## config.mk

```make
export PLATFORM = sky130hd
export DESIGN_NAME = muldiv_unit
export DESIGN_NICKNAME = d
export VERILOG_FILES = /design/src/rtl/muldiv_pkg.sv /design/src/rtl/muldiv_div_step.sv /design/src/rtl/muldiv_unit.sv
export SDC_FILE = /design/constraint.sdc
export NUM_CORES = 1
export LEC_CHECK = 0
export CORE_UTILIZATION = 30
export DETAILED_ROUTE_END_ITERATION = 10
export DONT_BUFFER_PORTS = 1
export GPL_ROUTABILITY_DRIVEN = 0
export HOLD_SLACK_MARGIN = 0.05
export PLACE_DENSITY = 0.48
export SYNTH_ARGS = -nofsm -noshare
export SYNTH_HDL_FRONTEND = slang
export SYNTH_SLANG_ARGS = --single-unit
```

## constraint.sdc

```tcl
create_clock -name clk -period 18.9 [get_ports clk]
set_input_delay 3.78 -clock clk [delete_from_list [all_inputs] [get_ports clk]]
set_output_delay 3.78 -clock clk [all_outputs]
set_load 0.02 [all_outputs]
```

## src/rtl/muldiv_pkg.sv

```systemverilog
// Shared types and constants for the iterative multiply/divide unit.
// Includes operation and state encodings, the default iterative latency, and op decode helpers.
package muldiv_pkg;

    typedef enum logic [1:0] {
        OP_MULT  = 2'b00,
        OP_MULTU = 2'b01,
        OP_DIV   = 2'b10,
        OP_DIVU  = 2'b11
    } op_t;

    typedef enum logic [1:0] {
        S_IDLE = 2'b00,
        S_RUN  = 2'b01,
        S_FIX  = 2'b10
    } state_t;

    localparam int MULDIV_WIDTH    = 32;
    localparam int MULDIV_LAT_ITER = MULDIV_WIDTH + 1;

    function automatic logic op_is_signed(input op_t op);
        return (op == OP_MULT) || (op == OP_DIV);
    endfunction

    function automatic logic op_is_mul(input op_t op);
        return (op == OP_MULT) || (op == OP_MULTU);
    endfunction

endpackage

```

## src/rtl/muldiv_div_step.sv

```systemverilog
// One restoring-division step: subtract the divisor from the shifted partial
// remainder when it fits, producing the next remainder and one quotient bit.
module muldiv_div_step #(
    parameter int WIDTH = 32
) (
    input  logic [WIDTH:0]   part_i,
    input  logic [WIDTH-1:0] divisor_i,
    output logic [WIDTH-1:0] rem_o,
    output logic             q_o
);

    logic [WIDTH:0] diff;

    always_comb begin
        diff  = part_i - {1'b0, divisor_i};
        q_o   = (part_i >= {1'b0, divisor_i});
        // When the divisor does not fit, part_i < divisor so its top bit is zero.
        rem_o = q_o ? diff[WIDTH-1:0] : part_i[WIDTH-1:0];
    end

endmodule

```

## src/rtl/muldiv_unit.sv

```systemverilog
// Iterative multiply/divide unit owning the HI/LO registers.
// Optional single-cycle multiply path selected by defining MULDIV_FAST_MUL_EN.
module muldiv_unit
    import muldiv_pkg::*;
#(
    parameter  int WIDTH = 32,
    localparam int CNT_W = $clog2(WIDTH + 1)
) (
    input  logic             clk,
    input  logic             reset,
    input  logic             start,
    input  logic [1:0]       op,
    input  logic [WIDTH-1:0] srca,
    input  logic [WIDTH-1:0] srcb,
    input  logic             flush,
    input  logic             hiwe,
    input  logic             lowe,
    input  logic [WIDTH-1:0] hlwd,
    output logic             busy,
    output logic             done,
    output logic [WIDTH-1:0] hi,
    output logic [WIDTH-1:0] lo
);

    state_t               state_q;
    op_t                  op_q;
    logic [2*WIDTH-1:0]   acc_q;
    logic [2*WIDTH-1:0]   acc_d;
    logic [WIDTH-1:0]     opb_q;
    logic [WIDTH-1:0]     srca_q;
    logic                 neg_res_q;
    logic                 neg_rem_q;
    logic                 div0_q;
    logic [CNT_W-1:0]     cnt_q;
    logic [WIDTH-1:0]     hi_q;
    logic [WIDTH-1:0]     lo_q;
    logic [WIDTH-1:0]     hi_d;
    logic [WIDTH-1:0]     lo_d;
    logic                 done_q;

    op_t                  op_in;
    logic                 sgn_in;
    logic                 a_neg;
    logic                 b_neg;
    logic                 mul_in;
    logic [WIDTH-1:0]     a_abs;
    logic [WIDTH-1:0]     b_abs;
    logic                 is_mul;
    logic                 run_last;

    logic [WIDTH:0]       div_part;
    logic [WIDTH-1:0]     div_rem;
    logic                 div_q;

    logic [2*WIDTH-1:0]   prod_fix;
    logic [WIDTH-1:0]     quot_fix;
    logic [WIDTH-1:0]     rem_fix;

    assign op_in = op_t'(op);

    always_comb begin
        sgn_in = op_is_signed(op_in);
        mul_in = op_is_mul(op_in);
        a_neg  = sgn_in & srca[WIDTH-1];
        b_neg  = sgn_in & srcb[WIDTH-1];
        a_abs  = a_neg ? (-srca) : srca;
        b_abs  = b_neg ? (-srcb) : srcb;
    end

    assign is_mul = op_is_mul(op_q);

    // Divide layout: acc = {partial remainder, dividend bits shifting out / quotient bits shifting in}.
    assign div_part = acc_q[2*WIDTH-1:WIDTH-1];

    muldiv_div_step #(
        .WIDTH(WIDTH)
    ) u_div_step (
        .part_i    (div_part),
        .divisor_i (opb_q),
        .rem_o     (div_rem),
        .q_o       (div_q)
    );

`ifdef MULDIV_FAST_MUL_EN
    assign run_last = is_mul | (cnt_q == '0);

    always_comb begin
        acc_d = acc_q;
        if (is_mul) begin
            acc_d = {{WIDTH{1'b0}}, opb_q} * {{WIDTH{1'b0}}, acc_q[WIDTH-1:0]};
        end else begin
            acc_d = {div_rem, acc_q[WIDTH-2:0], div_q};
        end
    end
`else
    logic [WIDTH:0] mul_sum;

    assign run_last = (cnt_q == '0);

    // Multiply layout: acc = {partial product, multiplier bits not yet consumed}.
    always_comb begin
        mul_sum = {1'b0, acc_q[2*WIDTH-1:WIDTH]} + (acc_q[0] ? {1'b0, opb_q} : {(WIDTH+1){1'b0}});
        acc_d   = acc_q;
        if (is_mul) begin
            acc_d = {mul_sum, acc_q[WIDTH-1:1]};
        end else begin
            acc_d = {div_rem, acc_q[WIDTH-2:0], div_q};
        end
    end
`endif

    // Most-negative / -1 needs no special case: the magnitude quotient already
    // equals the most-negative bit pattern and the sign flags cancel.
    always_comb begin
        prod_fix = neg_res_q ? (-acc_q) : acc_q;
        quot_fix = neg_res_q ? (-acc_q[WIDTH-1:0]) : acc_q[WIDTH-1:0];
        rem_fix  = neg_rem_q ? (-acc_q[2*WIDTH-1:WIDTH]) : acc_q[2*WIDTH-1:WIDTH];
        hi_d     = rem_fix;
        lo_d     = quot_fix;
        if (is_mul) begin
            hi_d = prod_fix[2*WIDTH-1:WIDTH];
            lo_d = prod_fix[WIDTH-1:0];
        end else if (div0_q) begin
            hi_d = srca_q;
            lo_d = {WIDTH{1'b1}};
        end
    end

    always_ff @(posedge clk or posedge reset) begin
        if (reset) begin
            state_q   <= S_IDLE;
            op_q      <= OP_MULT;
            acc_q     <= '0;
            opb_q     <= '0;
            srca_q    <= '0;
            neg_res_q <= 1'b0;
            neg_rem_q <= 1'b0;
            div0_q    <= 1'b0;
            cnt_q     <= '0;
            hi_q      <= '0;
            lo_q      <= '0;
            done_q    <= 1'b0;
        end else begin
            done_q <= 1'b0;
            if (hiwe) begin
                hi_q <= hlwd;
            end
            if (lowe) begin
                lo_q <= hlwd;
            end
            case (state_q)
                S_IDLE: begin
                    if (start && !flush) begin
                        state_q   <= S_RUN;
                        op_q      <= op_in;
                        opb_q     <= mul_in ? a_abs : b_abs;
                        acc_q     <= {{WIDTH{1'b0}}, (mul_in ? b_abs : a_abs)};
                        srca_q    <= srca;
                        neg_res_q <= a_neg ^ b_neg;
                        neg_rem_q <= a_neg;
                        div0_q    <= (srcb == '0);
                        cnt_q     <= CNT_W'(WIDTH - 1);
                    end
                end
                S_RUN: begin
                    if (flush) begin
                        state_q <= S_IDLE;
                    end else begin
                        acc_q <= acc_d;
                        cnt_q <= cnt_q - CNT_W'(1);
                        if (run_last) begin
                            state_q <= S_FIX;
                        end
                    end
                end
                S_FIX: begin
                    state_q <= S_IDLE;
                    // Completion overrides any same-cycle MTHI/MTLO write.
                    if (!flush) begin
                        hi_q   <= hi_d;
                        lo_q   <= lo_d;
                        done_q <= 1'b1;
                    end
                end
                default: begin
                    state_q <= S_IDLE;
                end
            endcase
        end
    end

    assign busy = (state_q != S_IDLE);
    assign done = done_q;
    assign hi   = hi_q;
    assign lo   = lo_q;

endmodule
```

==> impl_metrics.ini <==
[run_status]
run_status = complete, no violations

[finish]
fin_area_mm2 = 0.0187
fillCellCount = 6010
num-nets-final = 2250
final_core_util_pct = 33.1
layout-drive-gt1-share_pct = 5.59
fin_cells = 2848
diodes = 0
area_growth_pct = 8.78

[sta]
maxSlewViolCount = 0
maxSlewHeadroom_pct = 25.6
setup_viol = 0
hold_viol = 0
worst_pin_slew_ns = 1.12
finalCritPeriodShare_pct = 32.3
fmax_mhz = 164
setup_tns_ns = 0
rsz0062_at_grt = false
min_period_ns = 6.11
fin_worst_skew_ns = 0.0181

[synth]
synth_xor_xnor_area_share_pct = 10.1
syn-num-nets = 2345
ys_seq_elements = 205
ys_types = 81
yosysWarningCount = 0
synth_top_family_by_area = compound AO/OA/AOI/OAI gates
ys_async_sr_fraction_pct = 100
avgSynthCellArea_um2 = 7.93
synthMuxAreaShare_pct = 7.78
synthSimpleGateAreaFrac_pct = 18.8
synth_compound_area_share_pct = 23.3
syn_inst = 2169
synthAdderAreaFrac_pct = 5.32
synth_edf_count = 0
synthFlopType = dfrtp_1
syn_area_mm2 = 0.0172
seq_area_frac_synth_pct = 29.8

[routing]
drc = 0
vias = 16300
viasPerCell = 5.74
final_antenna_net_count = 0
routed_wirelength_um = 69400
dr.pass1.iters = 5
drt_iter0_drc = 1704
wl_per_cell_um = 24.4

[global_route]
grt_pass1_vias = 15500
grt-ovfl-total = 0
grt_pass1_wl_um = 104000
grt_max_degree = 116
antenna_found_initial = 2
grt_util_all_layers_pct = 23.2

[power_and_ir_drop]
ir_drop_mv = 0.0662
leakagePower_nw = 7.83
swShare_pct = 48.1
seqPwrFrac_pct = 28.1
power.total_w = 0.00272
switchingPower_w = 0.00131
clkPwrFrac_pct = 20.0
pwr-share-comb_pct = 51.8
p_int_w = 0.00141
powerDensity_mw_per_mm2 = 145

[placement]
place_inst = 2803
placed_area_mm2 = 0.0178
io_buffers = 0
hpwlAfterDp_um = 53000

[clock_network]
cts_setup_buffers = 0
cts-resized-gates = 0
cts.sinks = 205
ctsHoldBuffers = 0
cts-root-buf = clkbuf_16
numCtsBuffers = 25
clock_path_buffers = 3
cts-htree-levels = 1
cts_tree = yes
cts.clk_slew.worst_paths_ns = 0.06
clock_latency_ns = 0.56

[floorplanning]
coreArea_mm2 = 0.0565
rows = 87
die_w_um = 242
design.die.area_mm2 = 0.0583
die_y_um = 242
initial_core_util_pct = 30.5
pin_count = 170

[worst_hold_path]
hp-class = flop to flop

[run]
cap_violations = 0

[worst_setup_path]
worstPathMaxFanout = 6
crit_required_ns = 19.31
worstSetupEndpointType = flop
cp_data_arrival_time_ns = 6.51
critPathKind = input port to flop
cp-start-kind = input port
final timing paths:
path | start | end | slack, ns | cells past startpoint
worst min-delay path | srca_q[6] | srca_q[6] | 0.48 | 2
worst max-delay path | srca[2] | acc_q[27] | 12.79 | 10
min in group asynchronous | reset | acc_q[35] | 3.14 | 1
max in group asynchronous | reset | opb_q[7] | 14.32 | 2
worst min register to register | srca_q[6] | srca_q[6] | 0.48 | 2
worst max register to register | acc_q[0] | hi[30] | 14.39 | 11
kinds of logic (layout without fill, tap and decap cells):
kind of cell,Yosys count,in the layout
and+or+nand+nor,699,699
AOI/OAI and AO/OA,644,644
buffers and inverters,217,140
DFF,205,205
xor gates and xnor gates,199,199
muxes,133,133
adders and majority gates,72,72
layer usage:
layer / GRT usage [%] / up-vias / routed length, um
met5: 0 / - / 7
met4: 3.67 / 2 / 990
met3: 4.02 / 68 / 5360
met2: 35.4 / 607 / 30400
met1: 34.3 / 8103 / 32700
li1: - / 7564 / -
cells in the final DEF, fill, tap and decap left out, types with 24 or more instances in the layout:
cell and n:
nand2_1 261, nor2_1 203, dfrtp_1 202, a21oi_1 191, o21ai_0 159, mux2i_1 127, xnor2_1 100, xor2_1 99
ha_1 70, inv_1 66, a22oi_1 49, o211ai_1 36, nor3_1 32, o31ai_1 30, nand3_1 29, a211oi_1 28
buf_4 27, clkbuf_16 25, or3_1 24
synth_stat cells, drive strengths merged, types with 19 or more instances:
cell,n,area share (%)
xnor2,100,5.1
xor2,99,5.0
buf,26,0.71
o211ai,37,1.6
nor2,205,4.5
mux2i,127,7.4
a211oi,28,1.2
or3,24,0.87
dfrtp,205,30
nor3,32,0.93
o21ai,182,5.4
nand3,29,0.84
a21oi,192,5.6
nand2,263,5.8
a22oi,49,2.1
ha,70,5.1
clkbuf,123,2.7
inv,67,1.5
o31ai,30,1.3
nor4,19,0.69
final cells by class:
class,count,area (um2),area share (%)
repair buffers,27,203,1.08
well taps,756,946,5.05
inverters,68,263,1.40
multi-input cells,1747,11300,60.2
clock inverters,11,189,1.01
flip-flops and latches,205,5140,27.4
clock buffers,34,709,3.79
sequential cells by signal, summed over array words and instances (netlist names):
signal	flops
acc_q	64
cnt_q	6
div0_q	1
done	1
hi	32
lo	32
neg_rem_q	1
neg_res_q	1
op_q	1
opb_q	32
srca_q	32
state_q	2
power by group through the flow:
stage	Sequential [W]	Combinational (W)	Clock [W]
6_report	0.000765	0.00141	0.000545
5_1_grt	0.000773	0.00155	0.000567
4_1_cts	0.000758	0.00139	0.000551
3_5_place_dp	0.000766	0.00138	0
3_3_place_gp	0.000765	0.00137	0
2_1_floorplan	0.000632	0.00109	0
per-stage QoR:
stage	setup slack [ns]	hold WS (ns)
floorplan	9.52	0.440
global placement	12.27	0.463
detailed placement	12.27	0.470
CTS	12.84	0.485
global route	12.59	0.507
finish	12.79	0.483
worst max-delay path, stage by stage:
cell     delay (ns)
nor4_2         0.69
nand2_1        0.32
nor4_1         0.32
buf_4          0.20
nand4_1        0.24
o41ai_1        0.38
xor2_1         0.23
mux2i_1        0.11
o21ai_0        0.16
a21oi_1        0.08
Power figures use the tool's default switching activity.
